`src/rtl/vertexinput_axil_regs_if.sv`:
```
// Register-side link between the AXI-lite register block and the vertex-input logic:
// config flows mem->logic, status flows logic->mem.
`ifndef DATA_W
`define DATA_W 32
`endif

interface vertexinput_reg_if #(
  parameter int DATA_W = `DATA_W
);
  logic [DATA_W-1:0] data_mem2logic;
  logic [DATA_W-1:0] data_logic2mem;

  modport mem_side   (output data_mem2logic, input data_logic2mem);
  modport logic_side (input data_mem2logic, output data_logic2mem);
endinterface

```
`src/rtl/vertexinput_axil_regs.sv`:
```
// AXI-lite slave exposing one RW CONFIG register and one RO STATUS register
// for the vertex-input stage; independent write and read FSMs.
`ifndef DATA_W
`define DATA_W 32
`endif

module vertexinput_axil_regs #(
  parameter int                DATA_W  = `DATA_W,
  parameter int                ADDR_W  = 4,
  parameter logic [DATA_W-1:0] CFG_RST = '0
) (
  input  logic                  aclk,
  input  logic                  aresetn,
  input  logic [ADDR_W-1:0]     s_axi_awaddr,
  input  logic                  s_axi_awvalid,
  output logic                  s_axi_awready,
  input  logic [DATA_W-1:0]     s_axi_wdata,
  input  logic [DATA_W/8-1:0]   s_axi_wstrb,
  input  logic                  s_axi_wvalid,
  output logic                  s_axi_wready,
  output logic [1:0]            s_axi_bresp,
  output logic                  s_axi_bvalid,
  input  logic                  s_axi_bready,
  input  logic [ADDR_W-1:0]     s_axi_araddr,
  input  logic                  s_axi_arvalid,
  output logic                  s_axi_arready,
  output logic [DATA_W-1:0]     s_axi_rdata,
  output logic [1:0]            s_axi_rresp,
  output logic                  s_axi_rvalid,
  input  logic                  s_axi_rready,
  vertexinput_reg_if.mem_side   reg_if
);

  localparam int         STRB_W = DATA_W / 8;
  localparam logic [1:0] OKAY   = 2'b00;
  localparam logic [1:0] SLVERR = 2'b10;
  localparam logic [1:0] SEL_CONFIG = 2'd0;
  localparam logic [1:0] SEL_STATUS = 2'd1;

  typedef enum logic {W_IDLE = 1'b0, W_RESP = 1'b1} w_state_e;
  typedef enum logic {R_IDLE = 1'b0, R_DATA = 1'b1} r_state_e;

  w_state_e          w_state_q, w_state_d;
  r_state_e          r_state_q, r_state_d;
  logic [DATA_W-1:0] config_q, config_d;
  logic [DATA_W-1:0] status_q;
  logic [1:0]        bresp_q, bresp_d;
  logic [DATA_W-1:0] rdata_q, rdata_d;
  logic [1:0]        rresp_q, rresp_d;
  logic              w_accept;
  logic              r_accept;
  logic [DATA_W-1:0] config_merged;

  // Only the word select matters; byte offset and any upper bits are don't-care.
  logic unused_addr_bits;
  assign unused_addr_bits = ^{s_axi_awaddr, s_axi_araddr};

  generate
    for (genvar gi = 0; gi < STRB_W; gi++) begin : g_byte_merge
      assign config_merged[gi*8 +: 8] = s_axi_wstrb[gi] ? s_axi_wdata[gi*8 +: 8]
                                                        : config_q[gi*8 +: 8];
    end
  endgenerate

  always_comb begin
    w_state_d = w_state_q;
    config_d  = config_q;
    bresp_d   = bresp_q;
    w_accept  = 1'b0;
    case (w_state_q)
      W_IDLE: begin
        // Address and data are only taken together, so a lone channel never stalls the other.
        if (aresetn && s_axi_awvalid && s_axi_wvalid) begin
          w_accept  = 1'b1;
          w_state_d = W_RESP;
          if (s_axi_awaddr[3:2] == SEL_CONFIG) begin
            config_d = config_merged;
            bresp_d  = OKAY;
          end else begin
            bresp_d  = SLVERR;
          end
        end
      end
      W_RESP: begin
        if (s_axi_bready) w_state_d = W_IDLE;
      end
      default: w_state_d = W_IDLE;
    endcase
  end

  always_comb begin
    r_state_d = r_state_q;
    rdata_d   = rdata_q;
    rresp_d   = rresp_q;
    r_accept  = 1'b0;
    case (r_state_q)
      R_IDLE: begin
        if (aresetn && s_axi_arvalid) begin
          r_accept  = 1'b1;
          r_state_d = R_DATA;
          rresp_d   = OKAY;
          // config_q is the pre-edge value, so a same-cycle write is not yet visible here.
          case (s_axi_araddr[3:2])
            SEL_CONFIG: rdata_d = config_q;
            SEL_STATUS: rdata_d = status_q;
            default: begin
              rdata_d = '0;
              rresp_d = SLVERR;
            end
          endcase
        end
      end
      R_DATA: begin
        if (s_axi_rready) r_state_d = R_IDLE;
      end
      default: r_state_d = R_IDLE;
    endcase
  end

  always_ff @(posedge aclk or negedge aresetn) begin
    if (!aresetn) begin
      w_state_q <= W_IDLE;
      r_state_q <= R_IDLE;
      config_q  <= CFG_RST;
      status_q  <= '0;
      bresp_q   <= OKAY;
      rdata_q   <= '0;
      rresp_q   <= OKAY;
    end else begin
      w_state_q <= w_state_d;
      r_state_q <= r_state_d;
      config_q  <= config_d;
      status_q  <= reg_if.data_logic2mem;
      bresp_q   <= bresp_d;
      rdata_q   <= rdata_d;
      rresp_q   <= rresp_d;
    end
  end

  assign s_axi_awready = w_accept;
  assign s_axi_wready  = w_accept;
  assign s_axi_bvalid  = (w_state_q == W_RESP);
  assign s_axi_bresp   = bresp_q;
  assign s_axi_arready = aresetn && (r_state_q == R_IDLE);
  assign s_axi_rvalid  = (r_state_q == R_DATA);
  assign s_axi_rdata   = rdata_q;
  assign s_axi_rresp   = rresp_q;

  assign reg_if.data_mem2logic = config_q;

  logic unused_r_accept;
  assign unused_r_accept = r_accept;

endmodule

```
`src/flat_wrapper.sv`:
```
// flat-port wrapper written by rule: the top's interface ports become plain ports
module vertexinput_axil_regs_flat 
#(
  parameter int                DATA_W  = `DATA_W,
  parameter int                ADDR_W  = 4,
  parameter logic [DATA_W-1:0] CFG_RST = '0
)
  (aclk, aresetn, s_axi_awaddr, s_axi_awvalid, s_axi_awready, s_axi_wdata, s_axi_wstrb, s_axi_wvalid, s_axi_wready, s_axi_bresp, s_axi_bvalid, s_axi_bready, s_axi_araddr, s_axi_arvalid, s_axi_arready, s_axi_rdata, s_axi_rresp, s_axi_rvalid, s_axi_rready, reg_if_data_mem2logic, reg_if_data_logic2mem);
  vertexinput_reg_if #(.DATA_W(DATA_W)) reg_if_i ();
  input  logic aclk;
  input  logic aresetn;
  input  logic [ADDR_W-1:0] s_axi_awaddr;
  input  logic s_axi_awvalid;
  output logic s_axi_awready;
  input  logic [DATA_W-1:0] s_axi_wdata;
  input  logic [DATA_W/8-1:0] s_axi_wstrb;
  input  logic s_axi_wvalid;
  output logic s_axi_wready;
  output logic [1:0] s_axi_bresp;
  output logic s_axi_bvalid;
  input  logic s_axi_bready;
  input  logic [ADDR_W-1:0] s_axi_araddr;
  input  logic s_axi_arvalid;
  output logic s_axi_arready;
  output logic [DATA_W-1:0] s_axi_rdata;
  output logic [1:0] s_axi_rresp;
  output logic s_axi_rvalid;
  input  logic s_axi_rready;
  output wire logic [$bits(reg_if_i.data_mem2logic)-1:0] reg_if_data_mem2logic;
  input wire logic [$bits(reg_if_i.data_logic2mem)-1:0] reg_if_data_logic2mem;
  assign reg_if_data_mem2logic = reg_if_i.data_mem2logic;
  assign reg_if_i.data_logic2mem = reg_if_data_logic2mem;
  vertexinput_axil_regs #(.DATA_W(DATA_W), .ADDR_W(ADDR_W), .CFG_RST(CFG_RST)) u_core (.aclk(aclk), .aresetn(aresetn), .s_axi_awaddr(s_axi_awaddr), .s_axi_awvalid(s_axi_awvalid), .s_axi_awready(s_axi_awready), .s_axi_wdata(s_axi_wdata), .s_axi_wstrb(s_axi_wstrb), .s_axi_wvalid(s_axi_wvalid), .s_axi_wready(s_axi_wready), .s_axi_bresp(s_axi_bresp), .s_axi_bvalid(s_axi_bvalid), .s_axi_bready(s_axi_bready), .s_axi_araddr(s_axi_araddr), .s_axi_arvalid(s_axi_arvalid), .s_axi_arready(s_axi_arready), .s_axi_rdata(s_axi_rdata), .s_axi_rresp(s_axi_rresp), .s_axi_rvalid(s_axi_rvalid), .s_axi_rready(s_axi_rready), .reg_if(reg_if_i));
endmodule
```
`config.mk`:
```
export PLATFORM = sky130hd
export DESIGN_NAME = vertexinput_axil_regs_flat
export DESIGN_NICKNAME = d
export VERILOG_FILES = /design/src/rtl/vertexinput_axil_regs_if.sv /design/src/rtl/vertexinput_axil_regs.sv /design/src/flat_wrapper.sv
export SDC_FILE = /design/constraint.sdc
export NUM_CORES = 1
export LEC_CHECK = 0
export ABC_AREA = 1
export CORE_MARGIN = 4
export CORE_UTILIZATION = 48
export CTS_BUF_LIST = sky130_fd_sc_hd__clkbuf_4 sky130_fd_sc_hd__clkbuf_8
export DETAILED_ROUTE_END_ITERATION = 16
export PLACE_DENSITY_LB_ADDON = 0.25
export SLEW_MARGIN = 20
export SYNTH_ARGS = -nofsm -noshare
export SYNTH_HDL_FRONTEND = slang
export SYNTH_SLANG_ARGS = --single-unit
```
`constraint.sdc`:
```
create_clock -name aclk -period 2.2 [get_ports aclk]
set_clock_uncertainty 0.15 [all_clocks]
set_input_delay 0.33 -clock aclk [delete_from_list [all_inputs] [get_ports aclk]]
set_output_delay 0.33 -clock aclk [all_outputs]
set_load 0.02 [all_outputs]
```
* Word level (Yosys, flattened, before mapping)
Index checks and enable logic that the tools add are counted.
Storage, ports and cells: output and inout bits 73, logic and storage cells 36, input bits 83, bits in registers 102
Operators by class: muxes and demuxes 10, bitwise logic cells 2, equal/unequal tests 1, reduce and logical (&&, ||, !) cells 13
Operators with widths (count):
- 32-bit case mux with 2 select lines | 1
- 4-bit AND reduction | 4
- 1-bit two-way mux | 5
- 1-bit logical AND | 4
- 2-bit logical NOT | 2
- 2-bit two-way mux | 2
- 1-bit case mux with 2 select lines | 2
- 2-bit AND reduction | 2
- 2-bit by 1-bit equality test with 1-bit output, second input constant | 1
- 1-bit NOT | 2
- 2-bit OR reduction | 1

* Longest topological paths before layout
Gate-level depths: netlist (run 1).
depth in word-level cells 4, depth in mapped cells 7, mapped depth without buffers 6

* Worst setup path before layout (run 1)
OpenSTA, ideal clock, no wires.
path type register -> output, start point register u_core.w_state_q (netlist: u_core.s_axi_bvalid), end point output port s_axi_wready, data arrival time 1130 ps, path slack 590 ps, path buffers 2, data required time 1720 ps, stages on the path, launching flop included 6, path through dfrtp_1 inv_2 nand2_1 nor2_2 buf_2 buf_4
Between the ends: cells in the longest elaborated chain, start to end 1
RTL lines:
- from (decl) | line vertexinput_axil_regs.sv:43 | w_state_e w_state_q, w_state_d;
- from (signal assigned) | line vertexinput_axil_regs.sv:130 | w_state_q <= w_state_d;
- 1-bit two-way mux | line vertexinput_axil_regs.sv:70 | case (w_state_q)
- to (decl) | line flat_wrapper.sv:18 | output logic s_axi_wready;
No other way between the ends.

* Worst setup path in the final report (run 1)
start point register u_core.r_state_q (netlist: u_core.s_axi_rvalid), end point output port s_axi_arready
Between the ends: cells in the longest elaborated chain, start to end 2
RTL lines:
- from (decl) | line vertexinput_axil_regs.sv:44 | r_state_e r_state_q, r_state_d;
- from (signal assigned) | line vertexinput_axil_regs.sv:131 | r_state_q <= r_state_d;
- 1-bit NOT (no line)
- 1-bit logical AND | line vertexinput_axil_regs.sv:144 | assign s_axi_arready = aresetn && (r_state_q == R_IDLE);
- to (decl) | line flat_wrapper.sv:24 | output logic s_axi_arready;
No other way between the ends.

==> flow_summary_export.csv, run 1 <==
group,metric,value,unit
run_status,outcome,"finished clean",
synth,yosysWarnings,0,
clock_tree,cts-root-buf,"clkbuf_8",
clock_tree,tritoncts,"built",
cells_and_area,num-nets-final,678,
synth,synth_mux_area_share,0,%
cells_and_area,insertedDiodeCount,0,
clock_tree,cts_setup_buffers,0,
synth,synth_seq_cells,100,
detailed_routing,via_per_inst,4.766,
setup_path,rr_worst_depth,7,
setup_path,r2r-start,"u_core.s_axi_bvalid",
timing,rsz0062_at_grt,"false",
pwr,power_leakage,2.899,nW
cells_and_area,final_cells,702,
timing,timing.hold.ws,0.03712,ns
timing,fmax,0.5022,GHz
timing,fin_crit,1.991,ns
grt,antenna_found_initial,0,
timing,finalCritPeriodShare,90.52,%
die,row_count,32,
synth,synth_compound_area_share,0.4115,%
synth,synthTopCellsByCount,"nand2_1, dfrtp_1, nand3_1",
die,dieArea,0.009751,mm²
clock_tree,clockBufferDepth,2,
setup_path,r2r_end,"u_core.reg_if.data_mem2logic[15]",
grt,grt_usage,21.25,%
grt,overflow,0,
setup_path,ff2ff_setup_slack,0.53,ns
detailed_routing,final_antenna_net_count,0,
clock_tree,clk_pin_slew,0.10,ns
grt,grtUsageMet3,5.662,%
setup_path,cp-startpoint,"u_core.s_axi_rvalid",
detailed_routing,drt_iter0_drc,145,
synth,synth_cells,443,
die,start_util,50.37,%
timing,setup_slack,0.2087,ns
synth,synthTopCellsByArea,"dfrtp_1, nand2_1, nand3_1",
grt,top_usage_layer,"met2",
setup_path,startpoint_type,"register",
setup_path,worstPathMaxFanout,3,
grt,grtUsageMet1,27.70,%
setup_path,crit_end,"s_axi_arready",
detailed_routing,drc,0,
detailed_routing,drt_first_pass_iters,4,
synth,syn_avg_cell_area,8.922,µm²
grt,use_met2,34.76,%
synth,synthDominantCellAreaShare,63.31,%
clock_tree,cts_made_buffers,9,
die,die_h,98.75,µm
synth,synthAdderAreaFrac,0,%
synth,synth_top_family_by_area,"simple AND/OR/NAND/NOR gates",
synth,syn_area,0.003953,mm²
cells_and_area,drive_gt1_share,7.500,%
timing,slew_headroom,52.72,%
die,core_area,0.007848,mm²
place,dp.cells,685,
setup_path,worstPathArrival,1.51,ns
place,globalplace.congestion,0.7633,
timing,setup_viol,0,
synth,yosysMostFrequentCell,"nand2_1",
setup_path,worstSetupPathType,"register to output pin",
grt,grt_pass1_vias,3353,
place,pre_cts_ws,0.06665,ns
cells_and_area,syn2layout_area_growth,44.76,%
clock_tree,htree_num_levels,3,
place,dp_hpwl,7.331,mm
synth,synth-xor-area-share,0,%
grt,grt_pass1_wl,16.49,mm
timing,fin_tns_setup,0,ns
synth,synth-seq-area-share,63.31,%
synth,yosysTopAreaCell,"dfrtp_1",
setup_path,endpoint_kind,"output pin",
timing,tightest_slew,0.7092,ns
timing,hold_viol_final,0,
synth,ys_async_sr_fraction,100.0,%
synth,synth_cell_type_count,15,
pwr,ir_drop,410.0,µV
clock_tree,clkLatencyLatePin,0.35,ns
die,io_pins,156,
detailed_routing,drt_wl_total,10.02,mm
pwr,p_per_area,776.3,mW/mm²
place,portBuffers,149,
timing,maxSlewViolCount,0,
synth,synthSimpleGateAreaFrac,31.88,%
min_path,hold_class,"primary input to async pin",
clock_tree,cts.sinks,100,
synth,synth_edf_count,0,
detailed_routing,wire_per_inst,14.27,µm
setup_path,cp_data_required_time,1.72,ns
die,die_width,98.75,µm
grt,grt_start_max_net_pins,59,
run,cap_violations,0,
synth,synth_top_flop_cell,"dfrtp_1",
detailed_routing,vias,3346,
[through the flow]
stage,util (%),cell area [µm²],power (mW)
CTS,72.85,5717,4.475
detailed placement,70.46,5529,3.436
global placement,70.46,5529,3.405
floorplan,-,3956,2.744
finish,72.91,5722,4.442
global route,72.91,5722,4.680
[area by class of cell]
cell class / count / area (µm²)
fillers: 638 / 2126
flip-flops and latches: 100 / 2502
well taps: 102 / 127.6
multi-input cells: 314 / 1289
inverters: 11 / 41.29
clock inverters: 5 / 38.79
clock buffers: 11 / 138.9
repair buffers: 159 / 1584
[cell usage in the layout, fill, tap and decap left out]
cell and n:
clkbuf_8 9, dlygate4sd3_1 1, clkinvlp_4 4, inv_1 6, nand2_1 263, clkdlybuf4s50_1 146
inv_2 5, dlymetal6s2s_1 2, nand2_2 6, nand3_1 32, nor2_2 2, clkinv_4 1
dfrtp_1 100, buf_12 1, nor2_4 6, o22ai_1 1, o21ai_1 1, clkbuf_4 2
o21ai_0 1, conb_1 2, buf_4 9
[per-layer routing]
layer	part of all wire (%)	wire (µm)
met5	0	0
met4	1.2	121
met3	7.7	772
met2	48	4846
met1	43	4275
[worst min path at each step]
| stage | endpoint | slack (ns) | cells after the start |
|---|---|---|---|
| floorplan | u_core.reg_if.data_mem2logic[0] | -0.12 | 0 |
| global placement | u_core.s_axi_rdata[16] | 0.31 | 2 |
| detailed placement | u_core.s_axi_rdata[28] | 0.31 | 2 |
| CTS | u_core.status_q[27] | 0.05 | 2 |
| global route | u_core.reg_if.data_mem2logic[20] | 0.09 | 2 |
| finish | u_core.status_q[27] | 0.04 | 2 |
[registers in the layout (all words and copies together) (netlist names)]
signal                        count
u_core.s_axi_bresp                1
u_core.s_axi_rresp                1
u_core.status_q                  32
u_core.s_axi_rdata               32
u_core.s_axi_bvalid               1
u_core.s_axi_rvalid               1
u_core.reg_if.data_mem2logic     32
[timing repair]
| action | in CTS | in global routing |
|---|---|---|
| endpoints found under the hold margin | 42 | 0 |
| hold buffers | 1 | 0 |
| resized for setup | 0 | 2 |
| endpoints found under the setup margin | 0 | 2 |
[kinds of logic (layout without fill, tap and decap cells)]
| group | after synthesis | in the layout |
|---|---|---|
| AOI/OAI and AO/OA | 3 | 3 |
| DFF | 100 | 100 |
| and+or+nand+nor | 309 | 309 |
| buffers and inverters | 30 | 186 |
| other | 1 | 2 |
[power by group]
part	internal [mW]	switching (mW)	leakage, nW
clock network	0.439	0.613	0.0786
logic	0.570	0.606	1.55
registers	2.06	0.152	1.27
total	3.07	1.37	2.90
[critical path: stages, from the launching register on]
cell and delay [ns]:
dfrtp_1 0.43, nor2_4 0.13, clkdlybuf4s50_1 0.61
Power figures use the tool's default switching activity.
==> run 2: changes to the inputs <==
- CORE_ASPECT_RATIO: unset -> 1.4
- SKIP_LAST_GASP: unset -> 1
- TNS_END_PERCENT: unset -> 20
==> run 2 against run 1 <==
  * Count of clock-buffer cells in the layout decreased by 1
  * Power increased by 0.21%
  * Cell count decreased by 0.14%
  * Combinational power about the same
  * Non-clock buffer count increased by 1
  * Sequential power about the same
  * Die area increased by 0.21%
  * Largest cell class unchanged
==> flow_summary_export.csv, run 2 (synthesized netlist as in run 1, its figures left out) <==
group,metric,value,unit
timing,rsz0062_at_grt,"true",
setup_path,r2r-start,"u_core.s_axi_bvalid",
die,die_width,84.69,µm
detailed_routing,drt_first_pass_iters,6,
setup_path,worstPathArrival,1.67,ns
timing,fin_crit,2.146,ns
cells_and_area,syn2layout_area_growth,44.54,%
clock_tree,cts-root-buf,"clkbuf_8",
setup_path,cp_data_required_time,1.72,ns
grt,grt_start_max_net_pins,60,
setup_path,ff2ff_setup_slack,0.57,ns
place,globalplace.congestion,0.8138,
clock_tree,cts.sinks,100,
setup_path,endpoint_kind,"output pin",
die,dieArea,0.009771,mm²
grt,grt_pass1_vias,3505,
detailed_routing,drt_iter0_drc,183,
setup_path,cp-startpoint,"s_axi_awvalid",
place,dp_hpwl,7.538,mm
pwr,p_per_area,779.1,mW/mm²
cells_and_area,insertedDiodeCount,0,
place,placed_cell_area,0.005522,mm²
grt,grt_pass1_wl,16.36,mm
place,portBuffers,149,
cells_and_area,fin_util,72.38,%
timing,slew_headroom,52.89,%
run,cap_violations,0,
detailed_routing,final_antenna_net_count,0,
cells_and_area,final_cells,701,
timing,fin_tns_setup,0,ns
setup_path,startpoint_type,"primary input",
cells_and_area,final_common_cell,"nand2_1",
cells_and_area,num-nets-final,679,
clock_tree,clk_pin_slew,0.10,ns
pwr,ir_drop,515.5,µV
cells_and_area,mostFrequentLayoutCells,"nand2_1, clkdlybuf4s50_1, dfrtp_1",
timing,fmax,0.4660,GHz
detailed_routing,wire_per_inst,14.45,µm
die,start_util,50.08,%
detailed_routing,drc,0,
cells_and_area,drive_gt1_share,7.654,%
clock_tree,cts_made_buffers,9,
timing,setup_viol,0,
place,dp.cells,684,
grt,antenna_found_initial,0,
grt,overflow,0,
die,io_pins,156,
detailed_routing,via_per_inst,4.780,
clock_tree,clkLatencyLatePin,0.36,ns
pwr,p_total,4.451,mW
die,row_count,38,
die,die_h,115.4,µm
run_status,outcome,"finished clean",
cells_and_area,fin_area,0.005713,mm²
pwr,power_leakage,2.889,nW
setup_path,worstSetupPathType,"primary input to output pin",
timing,hold_viol_final,0,
setup_path,worstPathMaxFanout,4,
clock_tree,tritoncts,"built",
cells_and_area,fillers,620,
timing,maxSlewViolCount,0,
detailed_routing,vias,3351,
grt,grt_usage,21.59,%
min_path,hold_class,"primary input to async pin",
timing,finalCritPeriodShare,97.53,%
clock_tree,clockBufferDepth,2,
timing,tightest_slew,0.7067,ns
die,core_area,0.007893,mm²
detailed_routing,drt_wl_total,10.13,mm
clock_tree,htree_num_levels,3,
-- run 2: final timing paths --
check | to | depth (start not counted)
min reg2reg | u_core.s_axi_rdata[18] | 2
max in group asynchronous | u_core.s_axi_rdata[4] | 3
max | s_axi_wready | 4
min | u_core.reg_if.data_mem2logic[8] | 2
min in group aclk | u_core.s_axi_bvalid | 3
max reg2reg | u_core.reg_if.data_mem2logic[13] | 7
-- run 2: worst max-delay path, stage by stage --
cell and delay, ns:
clkdlybuf4s50_1 0.46, nand2_1 0.11, nor2_4 0.16, clkdlybuf4s50_1 0.62
-- run 2: layer usage --
layer	part of all wire, %	vias up	GRT usage, %	wire (µm)
met4	1.9	0	8.237	190
li1	-	1649	-	-
met1	38	1560	24.46	3882
met5	0	-	0	0
met3	7.7	18	6.380	777
met2	52	124	38.37	5281
-- run 2: final cells by class --
class	count	area (µm²)	area share, %
clock buffers	10	131.4	2.300
flip-flops and latches	100	2502	43.80
inverters	11	41.29	0.7227
repair buffers	160	1577	27.60
multi-input cells	314	1289	22.56
well taps	100	125.1	2.190
clock inverters	6	47.55	0.8322
-- run 2: stage by stage --
step / hold slack [ns] / setup WS (ns)
floorplan: -0.1156 / 0.5904
global placement: 0.2189 / 0.04959
detailed placement: 0.2200 / 0.03700
CTS: 0.04411 / 0.02150
global route: 0.08032 / -0.02981
finish: 0.02892 / 0.05430
-- run 2: what timing repair did --
action,in CTS,in global routing
buffers inserted,0,0
hold buffers,1,0
endpoints found under the hold margin,41,0
setup endpoints to repair,0,2
gates resized for setup,0,1
-- run 2: report_power, final --
group	internal, mW	switching [mW]	leakage [nW]
clock network	0.434	0.630	0.0842
registers	2.06	0.153	1.27
logic	0.568	0.606	1.53
